[config.mk]
export PLATFORM = sky130hd
export DESIGN_NAME = uart_tx_mmio
export DESIGN_NICKNAME = d
export VERILOG_FILES = /design/src/rtl/uart_tx_mmio.sv
export SDC_FILE = /design/constraint.sdc
export NUM_CORES = 1
export LEC_CHECK = 0
export CORE_MARGIN = 4
export CORE_UTILIZATION = 45
export CTS_BUF_LIST = sky130_fd_sc_hd__clkbuf_16
export CTS_CLUSTER_DIAMETER = 30
export DETAILED_ROUTE_END_ITERATION = 8
export PLACE_DENSITY_LB_ADDON = 0.08
export SLEW_MARGIN = 20
export SYNTH_ARGS = -nofsm -noshare
export SYNTH_HDL_FRONTEND = slang
export SYNTH_SLANG_ARGS = --single-unit
[constraint.sdc]
create_clock -name clk_i -period 9.5 [get_ports clk_i]
set_input_delay 0.95 -clock clk_i [delete_from_list [all_inputs] [get_ports clk_i]]
set_output_delay 0.95 -clock clk_i [all_outputs]
set_load 0.05 [all_outputs]
[src/rtl/uart_tx_mmio.sv]
// uart_tx_mmio: memory-mapped UART transmitter; byte FIFO feeding an 8N1 serialiser on tx_o.
// Latency: a push at edge N into an idle, empty block is popped and drives the start bit at edge N+1.
// Backpressure: none on the bus; a push into a full FIFO is dropped and latches sticky overflow.
// Build option: define UART_TX_PARITY_EN to insert an even-parity bit between the data and stop bits.
module uart_tx_mmio #(
  parameter logic [31:0] BASE_ADDR    = 32'h8000_0010,
  parameter int          CLKS_PER_BIT = 434,
  parameter int          FIFO_DEPTH   = 16
) (
  input  logic        clk_i,
  input  logic        rst_i,
  input  logic [3:0]  dbus_en_i,
  input  logic [31:0] dbus_write_addr_i,
  input  logic [31:0] dbus_write_data_i,
  input  logic [31:0] dbus_read_addr_i,
  output logic        sel_o,
  output logic [31:0] rdata_o,
  output logic        tx_o
);

  localparam logic [31:0]   CTRL_ADDR  = BASE_ADDR + 32'd4;
  localparam int            AW         = $clog2(FIFO_DEPTH);
  localparam int            PW         = AW + 1;
  localparam int            CW         = $clog2(CLKS_PER_BIT);
  localparam logic [CW-1:0] BIT_RELOAD = CW'(CLKS_PER_BIT - 1);
  localparam logic [PW-1:0] FULL_COUNT = PW'(FIFO_DEPTH);

  // Elaboration-time sanity checks on the configuration.
  if (CLKS_PER_BIT < 2) begin : g_bad_cpb
    $error("uart_tx_mmio: CLKS_PER_BIT must be >= 2");
  end
  if ((FIFO_DEPTH < 2) || ((1 << AW) != FIFO_DEPTH)) begin : g_bad_depth
    $error("uart_tx_mmio: FIFO_DEPTH must be a power of 2 and >= 2");
  end

  // ---------------------------------------------------------------
  // Bus write decode
  // ---------------------------------------------------------------
  logic data_wr;
  logic ovf_clr;
  logic unused_bus_bits;

  assign data_wr = dbus_en_i[0] && (dbus_write_addr_i == BASE_ADDR);
  assign ovf_clr = dbus_en_i[0] && (dbus_write_addr_i == CTRL_ADDR) && dbus_write_data_i[2];

  // Only byte lane 0 carries anything meaningful for this peripheral.
  assign unused_bus_bits = ^{dbus_en_i[3:1], dbus_write_data_i[31:8]};

  // ---------------------------------------------------------------
  // TX FIFO: pointers carry one extra wrap bit so the count reaches FIFO_DEPTH
  // ---------------------------------------------------------------
  logic [7:0]    fifo_mem [FIFO_DEPTH];
  logic [PW-1:0] wr_ptr;
  logic [PW-1:0] rd_ptr;
  logic [PW-1:0] fifo_count;
  logic          fifo_full;
  logic          fifo_empty;
  logic [7:0]    fifo_head;
  logic          push;
  logic          drop;
  logic          pop;
  logic          ovf;

  assign fifo_count = wr_ptr - rd_ptr;
  assign fifo_full  = (fifo_count == FULL_COUNT);
  assign fifo_empty = (fifo_count == '0);
  assign fifo_head  = fifo_mem[rd_ptr[AW-1:0]];

  // Fullness is judged before any same-cycle pop, so a push into a full FIFO is always dropped.
  assign push = data_wr && !fifo_full;
  assign drop = data_wr && fifo_full;

  // Storage array; unreset because only entries between the pointers are ever read.
  always_ff @(posedge clk_i) begin
    if (push) begin
      fifo_mem[wr_ptr[AW-1:0]] <= dbus_write_data_i[7:0];
    end
  end

  // Pointer advance on accepted push and on serialiser pop.
  always_ff @(posedge clk_i or posedge rst_i) begin
    if (rst_i) begin
      wr_ptr <= '0;
      rd_ptr <= '0;
    end else begin
      if (push) begin
        wr_ptr <= wr_ptr + PW'(1);
      end
      if (pop) begin
        rd_ptr <= rd_ptr + PW'(1);
      end
    end
  end

  // Sticky overflow; a drop in the same cycle as a clear wins.
  always_ff @(posedge clk_i or posedge rst_i) begin
    if (rst_i) begin
      ovf <= 1'b0;
    end else begin
      ovf <= (ovf && !ovf_clr) || drop;
    end
  end

  // ---------------------------------------------------------------
  // Serialiser FSM
  // ---------------------------------------------------------------
  typedef enum logic [2:0] {
    S_IDLE   = 3'd0,
    S_START  = 3'd1,
    S_DATA   = 3'd2,
`ifdef UART_TX_PARITY_EN
    S_PARITY = 3'd3,
`endif
    S_STOP   = 3'd4
  } state_t;

  state_t        state;
  state_t        state_n;
  logic [CW-1:0] baud_cnt;
  logic [CW-1:0] cnt_n;
  logic [2:0]    bit_idx;
  logic [2:0]    idx_n;
  logic [7:0]    shift_q;
  logic [7:0]    shift_n;
  logic          tx_q;
  logic          tx_n;
  logic          bit_done;
`ifdef UART_TX_PARITY_EN
  logic          par_q;
  logic          par_n;
`endif

  // The current line level has been held for CLKS_PER_BIT cycles once the counter reaches zero.
  assign bit_done = (baud_cnt == '0);

  // State, counters, shifter and the registered line level.
  always_ff @(posedge clk_i or posedge rst_i) begin
    if (rst_i) begin
      state    <= S_IDLE;
      baud_cnt <= '0;
      bit_idx  <= '0;
      shift_q  <= '0;
      tx_q     <= 1'b1;
`ifdef UART_TX_PARITY_EN
      par_q    <= 1'b0;
`endif
    end else begin
      state    <= state_n;
      baud_cnt <= cnt_n;
      bit_idx  <= idx_n;
      shift_q  <= shift_n;
      tx_q     <= tx_n;
`ifdef UART_TX_PARITY_EN
      par_q    <= par_n;
`endif
    end
  end

  // Next-state logic; tx_n is the level for the state being entered, so tx_o changes on the entry edge.
  always_comb begin
    state_n = state;
    cnt_n   = bit_done ? baud_cnt : (baud_cnt - CW'(1));
    idx_n   = bit_idx;
    shift_n = shift_q;
    tx_n    = tx_q;
    pop     = 1'b0;
`ifdef UART_TX_PARITY_EN
    par_n   = par_q;
`endif
    case (state)
      S_IDLE: begin
        tx_n = 1'b1;
        if (!fifo_empty) begin
          pop     = 1'b1;
          shift_n = fifo_head;
          cnt_n   = BIT_RELOAD;
          tx_n    = 1'b0;
          state_n = S_START;
`ifdef UART_TX_PARITY_EN
          par_n   = ^fifo_head;
`endif
        end
      end
      S_START: begin
        if (bit_done) begin
          state_n = S_DATA;
          cnt_n   = BIT_RELOAD;
          idx_n   = 3'd0;
          tx_n    = shift_q[0];
        end
      end
      S_DATA: begin
        if (bit_done) begin
          cnt_n = BIT_RELOAD;
          if (bit_idx == 3'd7) begin
`ifdef UART_TX_PARITY_EN
            state_n = S_PARITY;
            tx_n    = par_q;
`else
            state_n = S_STOP;
            tx_n    = 1'b1;
`endif
          end else begin
            idx_n   = bit_idx + 3'd1;
            shift_n = {1'b0, shift_q[7:1]};
            tx_n    = shift_q[1];
          end
        end
      end
`ifdef UART_TX_PARITY_EN
      S_PARITY: begin
        if (bit_done) begin
          state_n = S_STOP;
          cnt_n   = BIT_RELOAD;
          tx_n    = 1'b1;
        end
      end
`endif
      S_STOP: begin
        if (bit_done) begin
          if (!fifo_empty) begin
            // Chain straight into the next start bit with no idle gap.
            pop     = 1'b1;
            shift_n = fifo_head;
            cnt_n   = BIT_RELOAD;
            tx_n    = 1'b0;
            state_n = S_START;
`ifdef UART_TX_PARITY_EN
            par_n   = ^fifo_head;
`endif
          end else begin
            state_n = S_IDLE;
            tx_n    = 1'b1;
          end
        end
      end
      default: begin
        state_n = S_IDLE;
        tx_n    = 1'b1;
      end
    endcase
  end

  assign tx_o = tx_q;

  // ---------------------------------------------------------------
  // Combinational read port
  // ---------------------------------------------------------------
  logic [31:0] status;

  // Status word: done, full, overflow and the FIFO occupancy.
  always_comb begin
    status       = '0;
    status[0]    = fifo_empty && (state == S_IDLE);
    status[1]    = fifo_full;
    status[2]    = ovf;
    status[15:8] = 8'(fifo_count);
  end

  assign sel_o   = (dbus_read_addr_i == BASE_ADDR) || (dbus_read_addr_i == CTRL_ADDR);
  assign rdata_o = (dbus_read_addr_i == CTRL_ADDR) ? status : 32'd0;

endmodule

Word-level counts from Yosys, hierarchy flattened
Memory sizes are Yosys's and may differ from the RTL's.
Index checks and enable logic that the tools add are counted.
{"block": "totals", "latchBits": 0, "in_bits": 102, "output_inout_bits": 34, "ram_bits": 128, "mem_bits_ro": 0, "mem_count": 1, "elab_cells": 83, "ff_bits": 35}
{"name": "fifo_mem", "depth": 16, "word_bits": 8, "read_ports": 1, "rd_clocked_by_memory_dff": 0, "wr": 1, "line_no": "52", "rtl": "logic [7:0] fifo_mem [FIFO_DEPTH];"}
{"block": "classes", "n_mux": 33, "n_eq_ne": 15, "magnitude_cmp": 0, "reduce_logical": 21, "shift": 0, "bitwise": 0, "multipliers": 0, "add_sub_neg": 5, "n_div": 0}
{"operator": "equality test 32 bit (second input constant)", "count": 4}
{"operator": "2-to-1 mux 9 bit", "count": 4}
{"operator": "2-to-1 mux 8 bit", "count": 4}
{"operator": "one-hot mux 9 bit (3 select lines)", "count": 1}
{"operator": "2-to-1 mux 3 bit", "count": 8}
{"operator": "one-hot mux 8 bit (3 select lines)", "count": 1}
{"operator": "2-to-1 mux 13 bit", "count": 1}
{"operator": "!= test 2 bit (second input constant)", "count": 6}
{"operator": "one-hot mux 3 bit (4 select lines)", "count": 1}
{"operator": "adder 5 x 1 -> 5 bit (second input constant)", "count": 2}
{"operator": "2-to-1 mux 1 bit", "count": 10}
{"operator": "logical NOT 9 bit", "count": 1}
{"operator": "subtractor 9 x 1 -> 9 bit (second input constant)", "count": 1}
{"operator": "AND reduction 4 bit", "count": 2}
{"operator": "logical AND 1 bit", "count": 7}
{"operator": "equality test 3 bit (second input constant)", "count": 2}
{"operator": "one-hot mux 3 bit (2 select lines)", "count": 1}
{"operator": "equality test 5 bit (second input constant)", "count": 1}
{"operator": "logical NOT 5 bit", "count": 1}
{"operator": "AND reduction 5 bit", "count": 1}
{"operator": "subtractor 5 bit", "count": 1}
{"operator": "one-hot mux 1 bit (4 select lines)", "count": 1}
{"operator": "adder 3 x 1 -> 3 bit (second input constant)", "count": 1}
{"operator": "equality test 3 x 1 -> 1 bit (second input constant)", "count": 1}
{"operator": "other kinds (9)", "count": 11}

Longest topological paths before layout
{"block": "logic_depth", "word_depth": 6, "ltp_mapped": 12, "mapped_depth_nobuf": 12}

Worst setup path after synthesis
OpenSTA, ideal clock, no wires.
{"block": "synth_path", "path_type": "input port to output port", "startpoint": "input dbus_read_addr_i[5]", "endpoint": "output rdata_o[0]", "stages": 5, "t_required_ns": 8.550, "arrival_time_ns": 3.852, "path_buffers": 0, "setup_slack_ns": 4.698, "path_cell_list": "nor4b_1 > nand4_1 > nor2_1 > nand2_1 > nor4_1"}
{"block": "synth_via", "elab_chain_cells": 2}
{"element": "start, declared", "line_no": "15", "rtl": "input logic [31:0] dbus_read_addr_i,"}
{"element": "equality test 32 bit", "line_no": "261", "rtl": "assign rdata_o = (dbus_read_addr_i == CTRL_ADDR) ? status : 32'd0;"}
{"element": "2-to-1 mux 13 bit", "line_no": "261"}
{"element": "end, declared", "line_no": "17", "rtl": "output logic [31:0] rdata_o,"}
Every way passes these cells.

Worst setup path in the final report
{"block": "layout_path", "startpoint": "register rd_ptr[2]", "endpoint": "output rdata_o[0]"}
{"block": "layout_via", "elab_chain_cells": 4}
{"element": "start, declared", "line_no": "54", "rtl": "logic [PW-1:0] rd_ptr;"}
{"element": "start signal, assigned", "line_no": "90", "rtl": "rd_ptr <= rd_ptr + PW'(1);"}
{"element": "subtractor 5 bit", "line_no": "64", "rtl": "assign fifo_count = wr_ptr - rd_ptr;"}
{"element": "logical NOT 5 bit", "line_no": "66", "rtl": "assign fifo_empty = (fifo_count == '0);"}
{"element": "logical AND 1 bit", "line_no": "254", "rtl": "status[0] = fifo_empty && (state == S_IDLE);"}
{"element": "2-to-1 mux 13 bit", "line_no": "261"}
Every way passes these cells.

==> flow_summary.ini <==
[synth]
synth-seq-area-share_pct = 63.8
post-synth-top-area-fraction_pct = 52.0
synth_edf_count = 128
syn_inst = 488
synth_top_area_cell = edfxtp_1
async_reset_ff_share_pct = 21.5
ys_top_cells_by_area = edfxtp_1 52%, dfrtp_1 12%, mux4_2 10%
syn_area_um2 = 7400
avgSynthCellArea_um2 = 15.2
synth_cell_types = 56
synthFlopType = edfxtp_1
yosysWarningCount = 0
yosys_register_bits = 163

[floorplanning]
die_x_um = 136
core_area_um2 = 16000
io_pins = 136
start_util_pct = 46.2
die_h_um = 136
row_count = 46
dieArea_um2 = 18600

[finish]
layout_common_cells = 128 x edfxtp_1, 84 x clkdlybuf4s50_1, 33 x mux4_2, 33 x nand2_1, 33 x dfrtp_1
stdcell_count = 812
drive_above_1_share_pct = 15.6
mostFrequentLayoutCell = edfxtp_1
area_delta_synth_final_pct = 21.8
n_antenna_cell = 0
num-nets-final = 699

[critical_path]
rr_endpoint = fifo_mem[1][5]$_DFFE_PP_
crit_end = rdata_o[0]
reg2reg_depth = 8
cpPeakStageDelay_ns = 0.86
cp_top_family = buffers and inverters
crit_required_ns = 8.55
ff2ff_setup_slack_ns = 5.49
crit_chain = inv_1 > ha_1 > nand2b_1 > a21oi_1 > xnor2_1 > nand2_1 > nor4_1 > clkdlybuf4s50_1
crit_start = rd_ptr[2]$_DFFE_PP0P_
critPathLaunchType = flip-flop
cp-end-kind = output pin
critPathArrivalTime_ns = 4.45
worst-path-buf-inv = 2
path_depth = 8
rr_startpoint = rd_ptr[2]$_DFFE_PP0P_
crit_fanout = 15
worstSetupPathType = flip-flop to output pin
cp_slowest_cell = clkdlybuf4s50_1

[sta]
rsz0062_at_grt = no
worst_pin_slew_ns = 0.944
finalHoldViolCount = 0
finalSetupViolCount = 0
slew_violations = 0
finalCritPeriodShare_pct = 56.8
setup_tns_ns = 0
maxSlewHeadroom_pct = 36.5
finalCriticalPeriod_ns = 5.40
fmax_mhz = 185
finalClockSkew_ns = 0.00728

[grt]
antenna_found_initial = 0
grt_pass1_vias = 4396
grt_pass1_wl_mm = 25.0
grt_usage_pct = 18.2
grt-ovfl-total = 0
grt_start_max_net_pins = 37

[placement]
routabilityCongestion = 0.791
dp_hpwl_mm = 11.0
io_buffers = 84
dp.cells = 780

[route]
dr.pass1.iters = 4
via_per_inst = 5.38
drc = 0
final_antenna_net_count = 0
wl_mm = 16.0
drt_iter0_drc = 238
via_count = 4367
wire_per_inst_um = 19.7

[worst_hold_path]
hold_class = flip-flop to flip-flop
hold_path_depth = 1

[cts]
cts_buffers = 17
htree_levels = 4
cts_max_path_buffers = 2
cts_tree = done
clk_pin_slew_ns = 0.07
cts.sinks = 163
worstSkewPairLatency_ns = 0.43
cts_resized = 0
cts_root_buf = clkbuf_16
post_cts_buffers = 0
cts_hold_buf = 0

[power_and_ir_drop]
p_leak_nw = 3.25
power_density_nw_per_um2 = 168
vdd_drop_max_v = 0.000245

[status]
status = complete, no violations

[job]
max_cap_viol_count = 0
## synthesized netlist by cell type, types with 2 or more instances
library cell    n
nand3b_1        2
nand3_1         4
xor2_1          6
xnor2_1        12
a22oi_1         2
o211a_1         2
nor2_1         23
nor4b_1         5
mux2i_1         7
edfxtp_1      128
nor4_1         15
and3_1          9
nand4_1         7
or2_2           2
buf_1           5
and2_1         10
nor3b_1         5
clkbuf_1        8
a21o_1          2
ha_1           13
a21oi_1        23
nand2b_1        5
o21ai_0        10
a31oi_1         3
inv_1          12
mux2_2         10
nand2_1        33
mux4_2         33
buf_4          24
nor3_1          6
o31ai_1         3
buf_2           2
dfrtp_1        34
## state kept, by name, summed over array words and instances, names as in the netlist
register,count
rd_ptr,5
tx_o,1
ovf,1
shift_q,8
baud_cnt,9
wr_ptr,5
state,3
bit_idx,3
fifo_mem,128
## cells by family after synthesis
kind of cell    after synthesis  share of synthesized area (%)
flops                       163                           63.8
simple gates                132                           9.93
compound gates               56                           4.97
buf+inv                      53                           3.94
mux                          51                           12.7
xor+xnor                     18                           2.13
fa+ha+maj                    14                           2.47
other cells                   1                         0.0507
## worst min path at each step
stage                           startpoint                endpoint  slack, ns
floorplan                    ovf$_DFF_PP0_           ovf$_DFF_PP0_       0.46
global placement             ovf$_DFF_PP0_           ovf$_DFF_PP0_       0.48
detailed placement  bit_idx[1]$_DFFE_PP0P_  bit_idx[1]$_DFFE_PP0P_       0.49
CTS                 bit_idx[1]$_DFFE_PP0P_  bit_idx[1]$_DFFE_PP0P_       0.50
global route         rd_ptr[4]$_DFFE_PP0P_   rd_ptr[4]$_DFFE_PP0P_       0.52
finish              bit_idx[1]$_DFFE_PP0P_  bit_idx[1]$_DFFE_PP0P_       0.50
## routing by layer
layer / wire [um] / global-route usage [%] / part of all wire (%) / vias to the layer above
met5: 0 / 0 / 0 / -
met4: 181 / 4.76 / 1.1 / 0
met3: 737 / 4.40 / 4.6 / 17
met2: 7890 / 29.7 / 49 / 112
met1: 7210 / 24.8 / 45 / 2214
li1: - / - / - / 2024
## report_power, final
| group | internal, mW | switching [mW] |
|---|---|---|
| clock network | 0.376 | 0.306 |
| logic | 0.0278 | 0.0375 |
| registers | 0.770 | 0.000000000410 |
| total | 1.17 | 0.343 |
## final cells by class
| type | count | area (um2) |
|---|---|---|
| fillers | 1325 | 6990 |
| flip-flops and latches | 163 | 4720 |
| multi-input cells | 295 | 2470 |
| repair buffers | 92 | 901 |
| clock buffers | 17 | 425 |
| well taps | 216 | 270 |
| clock inverters | 15 | 169 |
| inverters | 14 | 52.6 |
## per-stage QoR
| step | power, mW | util, % | setup WS (ns) | area [um2] | hold slack [ns] |
|---|---|---|---|---|---|
| finish | 1.52 | 56.3 | 4.10 | 9010 | 0.496 |
| global route | 1.57 | 56.3 | 3.66 | 9010 | 0.522 |
| global placement | 0.849 | 52.6 | 4.59 | 8420 | 0.480 |
| detailed placement | 0.851 | 52.6 | 4.52 | 8420 | 0.486 |
| CTS | 1.53 | 56.3 | 4.04 | 9010 | 0.502 |
| floorplan | 0.817 | - | 4.70 | 7480 | 0.461 |
No activity file was read; power rests on OpenSTA's default activity.
